--- config.mk ---
export PLATFORM = sky130hd
export DESIGN_NAME = hc595_hex_display_flat
export DESIGN_NICKNAME = d
export VERILOG_FILES = /design/src/rtl/hc595_hex_display_pkg.sv /design/src/rtl/hc595_hex_display_if.sv /design/src/rtl/hc595_hex_display_seg7_encoder.sv /design/src/rtl/hc595_hex_display.sv /design/src/flat_wrapper.sv
export SDC_FILE = /design/constraint.sdc
export NUM_CORES = 1
export LEC_CHECK = 0
export CORE_ASPECT_RATIO = 0.5
export CORE_MARGIN = 1.5
export CORE_UTILIZATION = 50
export CTS_CLUSTER_DIAMETER = 200
export DETAILED_ROUTE_END_ITERATION = 8
export GPL_TIMING_DRIVEN = 0
export PLACE_DENSITY_LB_ADDON = 0.3
export SLEW_MARGIN = 20
export SYNTH_ARGS = -nofsm -noshare
export SYNTH_HDL_FRONTEND = slang
export SYNTH_SLANG_ARGS = --single-unit
--- constraint.sdc ---
create_clock -name clk_i -period 6 [get_ports clk_i]
set_input_delay 1.2 -clock clk_i [delete_from_list [all_inputs] [get_ports clk_i]]
set_output_delay 1.2 -clock clk_i [all_outputs]
set_load 0.05 [all_outputs]
--- src/rtl/hc595_hex_display_pkg.sv ---
// ----------------------------------------------------------------------------
// spi_pkg
//   Shared definitions for the 74HC595 hex display driver:
//   - disp_state_t : frame sequencer states (IDLE, LOAD, SHIFT, LATCH)
//   - SEG_*        : bit positions inside a segment byte {dp,g,f,e,d,c,b,a}
//   - SEG_TABLE    : active-high a..g patterns for hex digits 0..F
// ----------------------------------------------------------------------------
package spi_pkg;

  typedef enum logic [1:0] {
    IDLE  = 2'd0,
    LOAD  = 2'd1,
    SHIFT = 2'd2,
    LATCH = 2'd3
  } disp_state_t;

  localparam int SEG_A  = 0;
  localparam int SEG_B  = 1;
  localparam int SEG_C  = 2;
  localparam int SEG_D  = 3;
  localparam int SEG_E  = 4;
  localparam int SEG_F  = 5;
  localparam int SEG_G  = 6;
  localparam int SEG_DP = 7;

  // Indexed by nibble value; the first listed element is index 15 (F).
  localparam logic [15:0][6:0] SEG_TABLE = {
    7'h71, 7'h79, 7'h5E, 7'h39, 7'h7C, 7'h77, 7'h6F, 7'h7F,
    7'h07, 7'h7D, 7'h6D, 7'h66, 7'h4F, 7'h5B, 7'h06, 7'h3F
  };

endpackage

--- src/rtl/hc595_hex_display_if.sv ---
// ----------------------------------------------------------------------------
// hc595_hex_display_if
//   Word handshake between a producer and the hex display driver.
//   data_i  : 4*N_DIGITS hex nibbles, most significant nibble = leftmost digit
//   dp_i    : N_DIGITS decimal-point enables, MSB = leftmost digit
//   valid_i : producer offers a word
//   ready_o : driver is idle and takes the word on valid_i && ready_o
//   Modports: master (producer side), slave (driver side).
// ----------------------------------------------------------------------------
interface hc595_hex_display_if #(
  parameter int N_DIGITS = 8
);

  logic [4*N_DIGITS-1:0] data_i;
  logic [N_DIGITS-1:0]   dp_i;
  logic                  valid_i;
  logic                  ready_o;

  modport master (
    output data_i,
    output dp_i,
    output valid_i,
    input  ready_o
  );

  modport slave (
    input  data_i,
    input  dp_i,
    input  valid_i,
    output ready_o
  );

endinterface

--- src/rtl/hc595_hex_display_seg7_encoder.sv ---
// ----------------------------------------------------------------------------
// seg7_encoder
//   Combinational hex-nibble to segment-byte encoder.
//   nibble_i     : hex value 0..F
//   dp_i         : decimal point enable (kept even when blanked)
//   active_low_i : 1 inverts the byte so a 0 lights a segment
//   blank_i      : 1 suppresses a..g
//   seg_o        : {dp,g,f,e,d,c,b,a}
// ----------------------------------------------------------------------------
module seg7_encoder
  import spi_pkg::*;
(
  input  logic [3:0] nibble_i,
  input  logic       dp_i,
  input  logic       active_low_i,
  input  logic       blank_i,
  output logic [7:0] seg_o
);

  logic [7:0] seg_hi;

  // NOTE: every signal written in an always_comb gets a default first, so no
  // path leaves it unassigned and no latch is inferred.
  always_comb begin
    seg_hi = 8'h00;
    if (!blank_i) begin
      seg_hi[SEG_G:SEG_A] = SEG_TABLE[nibble_i];
    end
    seg_hi[SEG_DP] = dp_i;
    seg_o = active_low_i ? ~seg_hi : seg_hi;
  end

endmodule

--- src/rtl/hc595_hex_display.sv ---
// ----------------------------------------------------------------------------
// hc595_hex_display
//   Drives a chain of N_DIGITS 74HC595 shift registers, one 7-segment digit
//   per stage. A captured word is encoded, shifted out leftmost digit first
//   and dp first within each byte, then latched with an RCLK pulse.
//
//   Parameters:
//     CLK_DIV        : clk_i cycles per sclk_o half-period (1..255)
//     N_DIGITS       : stages / digits in the chain
//     SEG_ACTIVE_LOW : 1 = a shifted 0 lights a segment
//   Ports:
//     clk_i  : clock, everything on the rising edge
//     rst_i  : synchronous active-high reset
//     bus    : hc595_hex_display_if.slave (data_i, dp_i, valid_i, ready_o)
//     sclk_o : SRCLK, idles low, ser_o changes on its falling side
//     ser_o  : SER
//     rclk_o : RCLK latch strobe, high for CLK_DIV cycles after the last bit
//
//   Build option: define HC595_BLANK_LEADING_ZEROS_EN to blank leading zero
//   digits (the rightmost digit is always shown, dp is always honoured).
// ----------------------------------------------------------------------------
module hc595_hex_display
  import spi_pkg::*;
#(
  parameter int CLK_DIV        = 2,
  parameter int N_DIGITS       = 8,
  parameter int SEG_ACTIVE_LOW = 1
) (
  input  logic                 clk_i,
  input  logic                 rst_i,
  hc595_hex_display_if.slave   bus,
  output logic                 sclk_o,
  output logic                 ser_o,
  output logic                 rclk_o
);

  localparam int NBITS = N_DIGITS * 8;
  localparam int BCW   = $clog2(NBITS) + 1;

  localparam logic [BCW-1:0] LAST_BIT = BCW'(NBITS - 1);
  localparam logic [7:0]     DIV_LAST = 8'(CLK_DIV - 1);
  localparam logic           ACT_LOW  = (SEG_ACTIVE_LOW != 0);

  disp_state_t           state_q, state_d;
  logic                  ready_q, ready_d;
  logic                  sclk_q, sclk_d;
  logic                  ser_q, ser_d;
  logic                  rclk_q, rclk_d;
  logic [BCW-1:0]        bit_cnt_q, bit_cnt_d;
  logic [7:0]            div_cnt_q, div_cnt_d;

  logic [4*N_DIGITS-1:0] data_q, data_d;
  logic [N_DIGITS-1:0]   dp_q, dp_d;
  logic [NBITS-1:0]      shreg_q, shreg_d;

  logic [N_DIGITS-1:0]   blank;
  logic [NBITS-1:0]      enc_bytes;
  logic                  capture;

  assign capture = bus.valid_i && ready_q;

  // --------------------------------------------------------------------------
  // Leading-zero blanking: a digit is blank when it and every digit to its
  // left are zero. Digit 0 (rightmost) is never blanked.
  // --------------------------------------------------------------------------
`ifdef HC595_BLANK_LEADING_ZEROS_EN
  always_comb begin
    logic leading;
    leading = 1'b1;
    blank   = '0;
    for (int i = N_DIGITS - 1; i >= 1; i--) begin
      leading  = leading && (data_q[4*i +: 4] == 4'h0);
      blank[i] = leading;
    end
  end
`else
  assign blank = '0;
`endif

  // Digit N_DIGITS-1 (leftmost) lands in the top byte so shifting MSB-first
  // sends it first, and it ends up at the far end of the chain.
  for (genvar g = 0; g < N_DIGITS; g++) begin : g_enc
    seg7_encoder u_enc (
      .nibble_i     (data_q[4*g +: 4]),
      .dp_i         (dp_q[g]),
      .active_low_i (ACT_LOW),
      .blank_i      (blank[g]),
      .seg_o        (enc_bytes[8*g +: 8])
    );
  end

  // --------------------------------------------------------------------------
  // Next-state / next-output logic
  // --------------------------------------------------------------------------
  always_comb begin
    state_d   = state_q;
    ready_d   = ready_q;
    sclk_d    = sclk_q;
    ser_d     = ser_q;
    rclk_d    = rclk_q;
    bit_cnt_d = bit_cnt_q;
    div_cnt_d = div_cnt_q;
    data_d    = data_q;
    dp_d      = dp_q;
    shreg_d   = shreg_q;

    unique case (state_q)
      IDLE: begin
        ready_d = 1'b1;
        if (capture) begin
          data_d  = bus.data_i;
          dp_d    = bus.dp_i;
          ready_d = 1'b0;
          state_d = LOAD;
        end
      end

      LOAD: begin
        // First bit is presented together with the first sclk low phase.
        shreg_d   = enc_bytes;
        ser_d     = enc_bytes[NBITS-1];
        sclk_d    = 1'b0;
        bit_cnt_d = '0;
        div_cnt_d = '0;
        state_d   = SHIFT;
      end

      SHIFT: begin
        if (div_cnt_q == DIV_LAST) begin
          div_cnt_d = '0;
          if (!sclk_q) begin
            sclk_d = 1'b1;
          end else begin
            sclk_d = 1'b0;
            if (bit_cnt_q == LAST_BIT) begin
              rclk_d  = 1'b1;
              state_d = LATCH;
            end else begin
              bit_cnt_d = bit_cnt_q + 1'b1;
              shreg_d   = {shreg_q[NBITS-2:0], 1'b0};
              ser_d     = shreg_q[NBITS-2];
            end
          end
        end else begin
          div_cnt_d = div_cnt_q + 8'd1;
        end
      end

      LATCH: begin
        if (div_cnt_q == DIV_LAST) begin
          div_cnt_d = '0;
          rclk_d    = 1'b0;
          ready_d   = 1'b1;
          state_d   = IDLE;
        end else begin
          div_cnt_d = div_cnt_q + 8'd1;
        end
      end

      default: state_d = IDLE;
    endcase
  end

  // --------------------------------------------------------------------------
  // Control state and registered outputs
  // --------------------------------------------------------------------------
  // NOTE: sequential state uses non-blocking assignments so every flop samples
  // the pre-edge values regardless of statement order.
  always_ff @(posedge clk_i) begin
    if (rst_i) begin
      state_q   <= IDLE;
      ready_q   <= 1'b0;
      sclk_q    <= 1'b0;
      ser_q     <= 1'b0;
      rclk_q    <= 1'b0;
      bit_cnt_q <= '0;
      div_cnt_q <= '0;
    end else begin
      state_q   <= state_d;
      ready_q   <= ready_d;
      sclk_q    <= sclk_d;
      ser_q     <= ser_d;
      rclk_q    <= rclk_d;
      bit_cnt_q <= bit_cnt_d;
      div_cnt_q <= div_cnt_d;
    end
  end

  // NOTE: the word and shift registers carry no reset; they are always
  // reloaded before use, and an aborted frame is simply never latched.
  always_ff @(posedge clk_i) begin
    data_q  <= data_d;
    dp_q    <= dp_d;
    shreg_q <= shreg_d;
  end

  assign bus.ready_o = ready_q;
  assign sclk_o      = sclk_q;
  assign ser_o       = ser_q;
  assign rclk_o      = rclk_q;

endmodule

--- src/flat_wrapper.sv ---
// flat-port wrapper written by rule: the top's interface ports become plain ports
module hc595_hex_display_flat import spi_pkg::*;
#(
  parameter int CLK_DIV        = 2,
  parameter int N_DIGITS       = 8,
  parameter int SEG_ACTIVE_LOW = 1
)
  (clk_i, rst_i, sclk_o, ser_o, rclk_o, bus_data_i, bus_dp_i, bus_valid_i, bus_ready_o);
  hc595_hex_display_if #(.N_DIGITS(N_DIGITS)) bus_i ();
  input  logic clk_i;
  input  logic rst_i;
  output logic sclk_o;
  output logic ser_o;
  output logic rclk_o;
  input wire logic [$bits(bus_i.data_i)-1:0] bus_data_i;
  input wire logic [$bits(bus_i.dp_i)-1:0] bus_dp_i;
  input wire logic [$bits(bus_i.valid_i)-1:0] bus_valid_i;
  output wire logic [$bits(bus_i.ready_o)-1:0] bus_ready_o;
  assign bus_i.data_i = bus_data_i;
  assign bus_i.dp_i = bus_dp_i;
  assign bus_i.valid_i = bus_valid_i;
  assign bus_ready_o = bus_i.ready_o;
  hc595_hex_display #(.CLK_DIV(CLK_DIV), .N_DIGITS(N_DIGITS), .SEG_ACTIVE_LOW(SEG_ACTIVE_LOW)) u_core (.clk_i(clk_i), .rst_i(rst_i), .bus(bus_i), .sclk_o(sclk_o), .ser_o(ser_o), .rclk_o(rclk_o));
endmodule
==> results.toml <==
[clock_network]
postCtsSetupBuffers = 0
cts-resized-gates = 0
cts_sinks = 180
cts_root_buf = "clkbuf_16"
clk_pin_slew_worst_paths_ns = 0.07
cts_tree = "done"
clk_latency_ns = 0.42
hold_buffers = 0
cts_buffer_depth = 2
htreeDepth = 4
numCtsBuffers = 17

[yosys]
synth_flop_cell = "edfxtp_1"
syn_inst = 747
synth_cell_types = 62
synth_edf_count = 103
postSynthAreaPerCell_um2 = 12.0
async_flop_share = 0
seq_area_frac_synth = 0.518
syn_nets = 853
synth_seq_cells = 180
syn_area_um2 = 8940
yosysWarnings = 0

[floorplanning]
rows = 34
fp.dieW_um = 192
coreArea_um2 = 17400
die-height_um = 97.5
ioPinCount = 47
die_area_um2 = 18700
initial_core_util = 0.512

[power_and_ir_drop]
power.leakage_uw = 0.00396
peakVddDrop_mv = 0.257
power_frac_comb = 0.335
power_uw = 4630
power.internal_uw = 3140
switching_share = 0.321
switchingPower_uw = 1490
pwr-share-seq = 0.415
power.density_nw_per_um2 = 446
clock_power_share = 0.250

[sta]
hold_slack_ns = 0.486
rsz0062_at_grt = "no"
slew_headroom = 0.579
period_needed_ns = 3.70
fin_ws_ns = 2.30
finalSetupTns_ns = 0
tightest_slew_ns = 0.613
finalClockSkew_ns = 0.0124
fmax_mhz = 270
period_share = 0.617
setup_violations = 0
maxSlewViolCount = 0
hold_violations = 0

[cells_and_area]
insertedDiodeCount = 0
drive_gt1_frac = 0.137
fill_cells = 1407
register_area_um2 = 4630
final_nets = 920
area_growth_pct = 16.0
multiInputGateArea_um2 = 3910
post-route-util = 0.594

[critical_path]
r2r_start = "u_core.state_q[0]$_SDFFE_PP0P_"
cp_common_cell = "buf_6"
crit_chain = "clkdlybuf4s50_1 > nand3_1 > buf_6 > buf_12 > buf_8 > buf_6 > mux2i_4 > inv_1 > ha_1 > or3_1 > o211ai_1"
worstReg2RegEnd = "u_core.g_enc[7].u_enc.seg_hi[0]$_DFF_P_"
cp.arrival_ns = 4.03
required_ns = 6.33
startpoint_type = "primary input"
path_class = "in2reg"
rrSetupSlack_ns = 2.88
cp_max_fo = 10
cpPeakStageDelay_ns = 0.45
end_kind = "register"
reg2reg_depth = 12
cp_slowest_cell = "clkdlybuf4s50_1"

[outcome]
status = "complete, no violations"

[placement]
io_buffer_count = 46
place_ws_ns = 1.88
gp_congestion = 0.842
dp_hpwl_um = 11400

[hold_path]
hold_path_end = "u_core.rclk_o$_SDFFE_PP0P_"
worstHoldStart = "u_core.rclk_o$_SDFFE_PP0P_"
hold_path_depth = 2
hp-class = "reg2reg"

[grt]
first_global_vias = 5439
antenna_found_initial = 0
grt_max_degree = 48
grt_overflow = 0
grt_pass1_wl_um = 27300
grtUsageTotal = 0.185

[routing]
via_count = 5658
drt-vias-per-instance = 5.33
totalWireLength_um = 16700
drc = 0
drt_iter0_drc = 394
ant_nets = 0
wl_per_cell_um = 15.8
drt_pass1_iterations = 5

[flow_run]
timing.max_cap.violations = 0
## critical path, delay by kind of cell
family	cells	cell delay [ns]
simple gates	2	0.54
fa+ha+maj	1	0.25
compound gates	1	0.13
buf+inv	6	1.51
mux	1	0.38
## power groups by stage
stage	sequential (uW)	clock (uW)	combinational [uW]
after floorplan	1940	0	1140
after global placement	1950	0	1450
after detailed placement	1950	0	1540
after CTS	1920	1180	1550
after global routing	1960	1240	1710
final	1920	1160	1550
## area by class of cell
cell class,instances,area share
Buffer,38,0.0218
Tap cell,234,0.0282
Timing Repair Buffer,48,0.0497
Sequential cell,180,0.447
Multi-Input combinational cell,483,0.377
Clock inverter,13,0.0164
Clock buffer,19,0.0427
Inverter,46,0.0167
## routing by layer
metal,part of all wire,up-vias,GRT usage
li1,-,2836,-
met2,0.45,96,0.285
met5,0,-,0
met4,0.011,0,0.0507
met1,0.50,2711,0.266
met3,0.038,15,0.0354
## sequential cells by signal, indices dropped and copies added, names as in the netlist
signal and cells:
u_core.g_enc.u_enc.seg_hi 56, u_core.rclk_o 1, u_core.div_cnt_q 8, u_core.bus.ready_o 1, u_core.dp_q 8, u_core.data_q 32
u_core.sclk_o 1, u_core.bit_cnt_q 7, u_core.state_q 2, u_core.shreg_q 63, u_core.ser_o 1
## through the flow
stage	instances	instance area (um2)
floorplan	747	8940
global placement	1027	9690
detailed placement	1029	9750
CTS	1061	10400
global route	1061	10400
finish	1061	10400
## Yosys cell counts, types with 2 or more instances
| library cell | count | area, um2 |
|---|---|---|
| a211o_1 | 3 | 26.3 |
| a211oi_1 | 3 | 22.5 |
| a21oi_1 | 17 | 85.1 |
| a221oi_1 | 3 | 26.3 |
| a22oi_1 | 14 | 105 |
| a311oi_1 | 4 | 35.0 |
| a31oi_1 | 6 | 37.5 |
| and3_1 | 5 | 31.3 |
| and4b_1 | 2 | 20.0 |
| buf_2 | 3 | 15.0 |
| buf_4 | 8 | 60.1 |
| buf_6 | 3 | 33.8 |
| clkbuf_1 | 22 | 82.6 |
| dfxtp_1 | 77 | 1540 |
| edfxtp_1 | 103 | 3090 |
| ha_1 | 63 | 788 |
| inv_1 | 45 | 169 |
| mux2_2 | 28 | 315 |
| mux2_4 | 5 | 75.1 |
| mux2i_1 | 39 | 390 |
| mux2i_2 | 5 | 68.8 |
| mux2i_4 | 14 | 315 |
| mux4_2 | 3 | 67.6 |
| nand2_1 | 76 | 285 |
| nand2b_1 | 5 | 31.3 |
| nand3_1 | 5 | 25.0 |
| nand3b_1 | 6 | 45.0 |
| nand4_1 | 3 | 18.8 |
| nand4b_1 | 2 | 17.5 |
| nor2_1 | 25 | 93.8 |
| nor2b_1 | 7 | 43.8 |
| nor3_1 | 13 | 65.1 |
| nor3b_1 | 5 | 37.5 |
| o211ai_1 | 4 | 30.0 |
| o21ai_0 | 65 | 325 |
| o22a_1 | 10 | 87.6 |
| o32a_1 | 3 | 30.0 |
| or3_1 | 5 | 31.3 |
| xnor2_1 | 12 | 105 |
| xor2_1 | 4 | 35.0 |
## how the worst max path moves through the flow
stage / startpoint / endpoint / slack (ns) / depth (start not counted)
3_3_place_gp: bus_valid_i / u_core.data_q[24]$_DFFE_PN_ / 1.63 / 7
3_5_place_dp: bus_valid_i / u_core.g_enc[7].u_enc.seg_hi[0]$_DFF_P_ / 1.88 / 11
2_1_floorplan: bus_valid_i / u_core.data_q[0]$_DFFE_PN_ / 2.87 / 6
4_1_cts: bus_valid_i / u_core.g_enc[7].u_enc.seg_hi[0]$_DFF_P_ / 2.33 / 11
6_report: bus_valid_i / u_core.g_enc[7].u_enc.seg_hi[0]$_DFF_P_ / 2.30 / 11
5_1_grt: bus_valid_i / u_core.g_enc[7].u_enc.seg_hi[0]$_DFF_P_ / 2.23 / 11
## cell usage in the layout (no fill, tap or decap), types with 4 or more instances in the layout
master,n
and3_1,5
nand3_1,5
a311oi_1,4
mux2_2,28
clkdlybuf4s50_1,46
xor2_1,4
nor2_1,25
dfxtp_1,77
nand2_1,75
nand3b_1,6
mux2i_4,14
edfxtp_1,103
mux2i_1,39
a22oi_1,14
a21oi_1,17
o21ai_0,65
inv_1,44
mux2_4,5
nor3b_1,5
nor3_1,13
buf_4,8
o211ai_1,4
clkbuf_1,23
o22a_1,10
xnor2_1,12
mux2i_2,5
nor2b_1,7
or3_1,5
clkbuf_16,17
ha_1,63
nand2b_1,5
a31oi_1,6
## kinds of logic (layout without fill, tap and decap cells)
kind of cell / Yosys count / after routing / share of synthesized area
AO/OA/AOI/OAI: 142 / 142 / 0.102
XOR/XNOR: 16 / 16 / 0.0157
adder cells (fa/ha/maj): 63 / 63 / 0.0882
buffers and inverters: 84 / 164 / 0.0447
flip-flops: 180 / 180 / 0.518
multiplexers: 94 / 94 / 0.138
AND/OR/NAND/NOR: 168 / 168 / 0.0931
(Power assumes the default switching activity.)
==> patch: new RTL, config.mk and constraints unchanged <==
`N_DIGITS` is set to 8 in 3 places; all go to 16.
--- a/src/rtl/hc595_hex_display_if.sv
+++ b/src/rtl/hc595_hex_display_if.sv
@@ -8,7 +8,7 @@
 //   Modports: master (producer side), slave (driver side).
 // ----------------------------------------------------------------------------
 interface hc595_hex_display_if #(
-  parameter int N_DIGITS = 8
+  parameter int N_DIGITS = 16
 );
 
   logic [4*N_DIGITS-1:0] data_i;
--- a/src/rtl/hc595_hex_display.sv
+++ b/src/rtl/hc595_hex_display.sv
@@ -23,7 +23,7 @@
   import spi_pkg::*;
 #(
   parameter int CLK_DIV        = 2,
-  parameter int N_DIGITS       = 8,
+  parameter int N_DIGITS       = 16,
   parameter int SEG_ACTIVE_LOW = 1
 ) (
   input  logic                 clk_i,
--- a/src/flat_wrapper.sv
+++ b/src/flat_wrapper.sv
@@ -2,7 +2,7 @@
 module hc595_hex_display_flat import spi_pkg::*;
 #(
   parameter int CLK_DIV        = 2,
-  parameter int N_DIGITS       = 8,
+  parameter int N_DIGITS       = 16,
   parameter int SEG_ACTIVE_LOW = 1
 )
   (clk_i, rst_i, sclk_o, ser_o, rclk_o, bus_data_i, bus_dp_i, bus_valid_i, bus_ready_o);
Interface: changed (resized bus_data_i and bus_dp_i); port bits go from 47 to 87. The function was not compared with the original's and may differ.
==> patch against the original RTL <==
- sequential cell count grew 161
- die area grew 80%
- total power grew 86%
- global-route usage grew 1.4 points
- sequential share of layout area grew 2.7 points
- worst setup slack lost 0.82 ns
- wire length grew 100%
- cell area grew 81%
- area after synthesis grew 82%
==> patch: results (changes against the original RTL) <==
Outcome
  • Status: finished, final reports clean

Flow run
  • Max-cap violations: 0 (unchanged)

Worst setup path
  • Worst setup path start: bus_valid_i
  • Crit-path max cell delay: 0.74 ns (+0.29 ns)
  • Arrival time of the worst setup path: 4.99 ns (+0.96 ns)
  • Critical-path top delay cell: buf_6
  • CP Max Fanout: 89 (+79)

Synthesis
  • Register area share after synthesis: 0.547 (+0.0282)
  • Syn avg cell area: 11.9 µm² (-0.49%)
  • Synth area leaders: edfxtp_1, dfxtp_1, ha_1
  • Synth Area in Compound Gates: 0.0949 (-0.00711)
  • Ys async rst share: 0 (unchanged)
  • Cell variety after synth: 56 (-9.7%)
  • Mapped Nets: 1569 (+84%)
  • XOR/XNOR Fraction of Synth Area: 0.0124 (-0.00330)
  • EDFF count, synth: 207 (+100%)
  • Mux cell area share after synthesis: 0.127 (-0.0113)
  • Top cells by count, synth: edfxtp_1, nand2_1, dfxtp_1, o21ai_0, ha_1
  • Synthesized-area fraction occupied by adder cells: 0.0915 (+0.00329)

Place
  • RD Place Congestion: 0.853 (+1.3%)
  • Cell Area, Placed: 17700 µm² (+82%)
  • Post-Place Cells: 1887 (+83%)
  • Post-Place Worst Slack: 0.900 ns (-0.985 ns)
  • DPL Wire Length: 22900 µm (+100%)
  • PortBufs: 86 (+87%)

Layout
  • Fraction of layout cells with a size suffix above 1: 0.126 (-0.0104)
  • Number of flip-flops in the largest register: 127 (+100%)
  • Final Non-Filler Cells: 1947 (+84%)
  • Biggest register: u_core.shreg_q
  • Nets: 1690 (+84%)

Clocking
  • Clock tree buffer depth: 3 (+1)
  • Post-cts repair resize count: 0 (unchanged)
  • Cts bufs inserted: 31 (+14)
  • Htree depth: 1 (-3)
  • Post-CTS setup buffer count: 0 (unchanged)
  • Root buffer cell: clkbuf_16
  • Clk_lat worst skew: 0.57 ns (+0.15 ns)

Route
  • Initial DRC count: 719 (+82%)
  • Vias: 10600 (+86%)
  • Drt pass-1 iters: 5 (unchanged)
  • Post-Route WL: 33900 µm (+100%)

Timing
  • Worst Clk Skew: 0.0249 ns (+0.0125 ns)
  • Slew HR: 0.384 (-0.195)

Power
  • Leakage power figure: 7.16 nW (+81%)
  • Worst vdd ir: 0.000236 V (-8.2%)

Global routing
  • Pin count of the biggest net entering global routing: 90 (+88%)
  • Initial antenna violation count: 2 (+2)
  • Total GRT Usage: 0.199 (+0.0137)
  • Global-route wire length before repair: 53800 µm (+97%)

Worst hold path
  • Hold path startpoint: u_core.g_enc[0].u_enc.seg_hi[0]$_DFF_P_
[patch: metal layers]
layer | global-route usage | part of all wire | vias up
met5 | 0 | 0 | -
li1 | - | - | 5162
met4 | 0.0513 | 0.019 | 0
met3 | 0.0345 | 0.037 | 56
met2 | 0.345 | 0.48 | 207
met1 | 0.262 | 0.46 | 5126
[patch: where the power goes]
part / leakage [nW] / switching [mW] / internal (mW)
registers: 3.05 / 0.212 / 3.49
logic: 3.60 / 1.73 / 1.17
clock network: 0.514 / 0.893 / 1.11
[patch: layout make-up]
type	count	area, µm²
diodes	2	5.00
plain buffers	65	350
clock buffers	38	853
clock inverters	20	180
fillers	2561	13100
inverters	87	329
multi-input cells	874	6710
flip-flops and latches	341	8900
well taps	432	541
repair buffers	88	908
[patch: worst max-delay path, delay by kind of cell]
family                   cells  cell delay, ns
AND/OR/NAND/NOR              2            0.56
multiplexers                 1            0.63
AO/OA/AOI/OAI                1            0.11
adder cells (fa/ha/maj)      1            0.27
buffers and inverters        6            2.18
[patch: kinds of logic after synthesis]
family          count (synthesis)
flops                         341
mux                           176
buf+inv                       152
fa+ha+maj                     119
compound gates                246
simple gates                  310
xor+xnor                       23
[patch: final timing paths]
check,to,cells after the start,slack (ns)
max,u_core.g_enc[7].u_enc.seg_hi[0]$_DFF_P_,11,1.48
min,u_core.shreg_q[0]$_SDFFCE_PP0P_,1,0.48
max reg2reg,u_core.g_enc[7].u_enc.seg_hi[0]$_DFF_P_,12,1.97
min reg2reg,u_core.shreg_q[0]$_SDFFCE_PP0P_,1,0.48
[patch: stage by stage]
stage / power [mW] / hold WS (ns)
2_1_floorplan: 5.78 / 0.452
3_3_place_gp: 6.43 / 0.461
3_5_place_dp: 6.61 / 0.470
4_1_cts: 8.63 / 0.489
5_1_grt: 9.09 / 0.495
6_report: 8.59 / 0.485
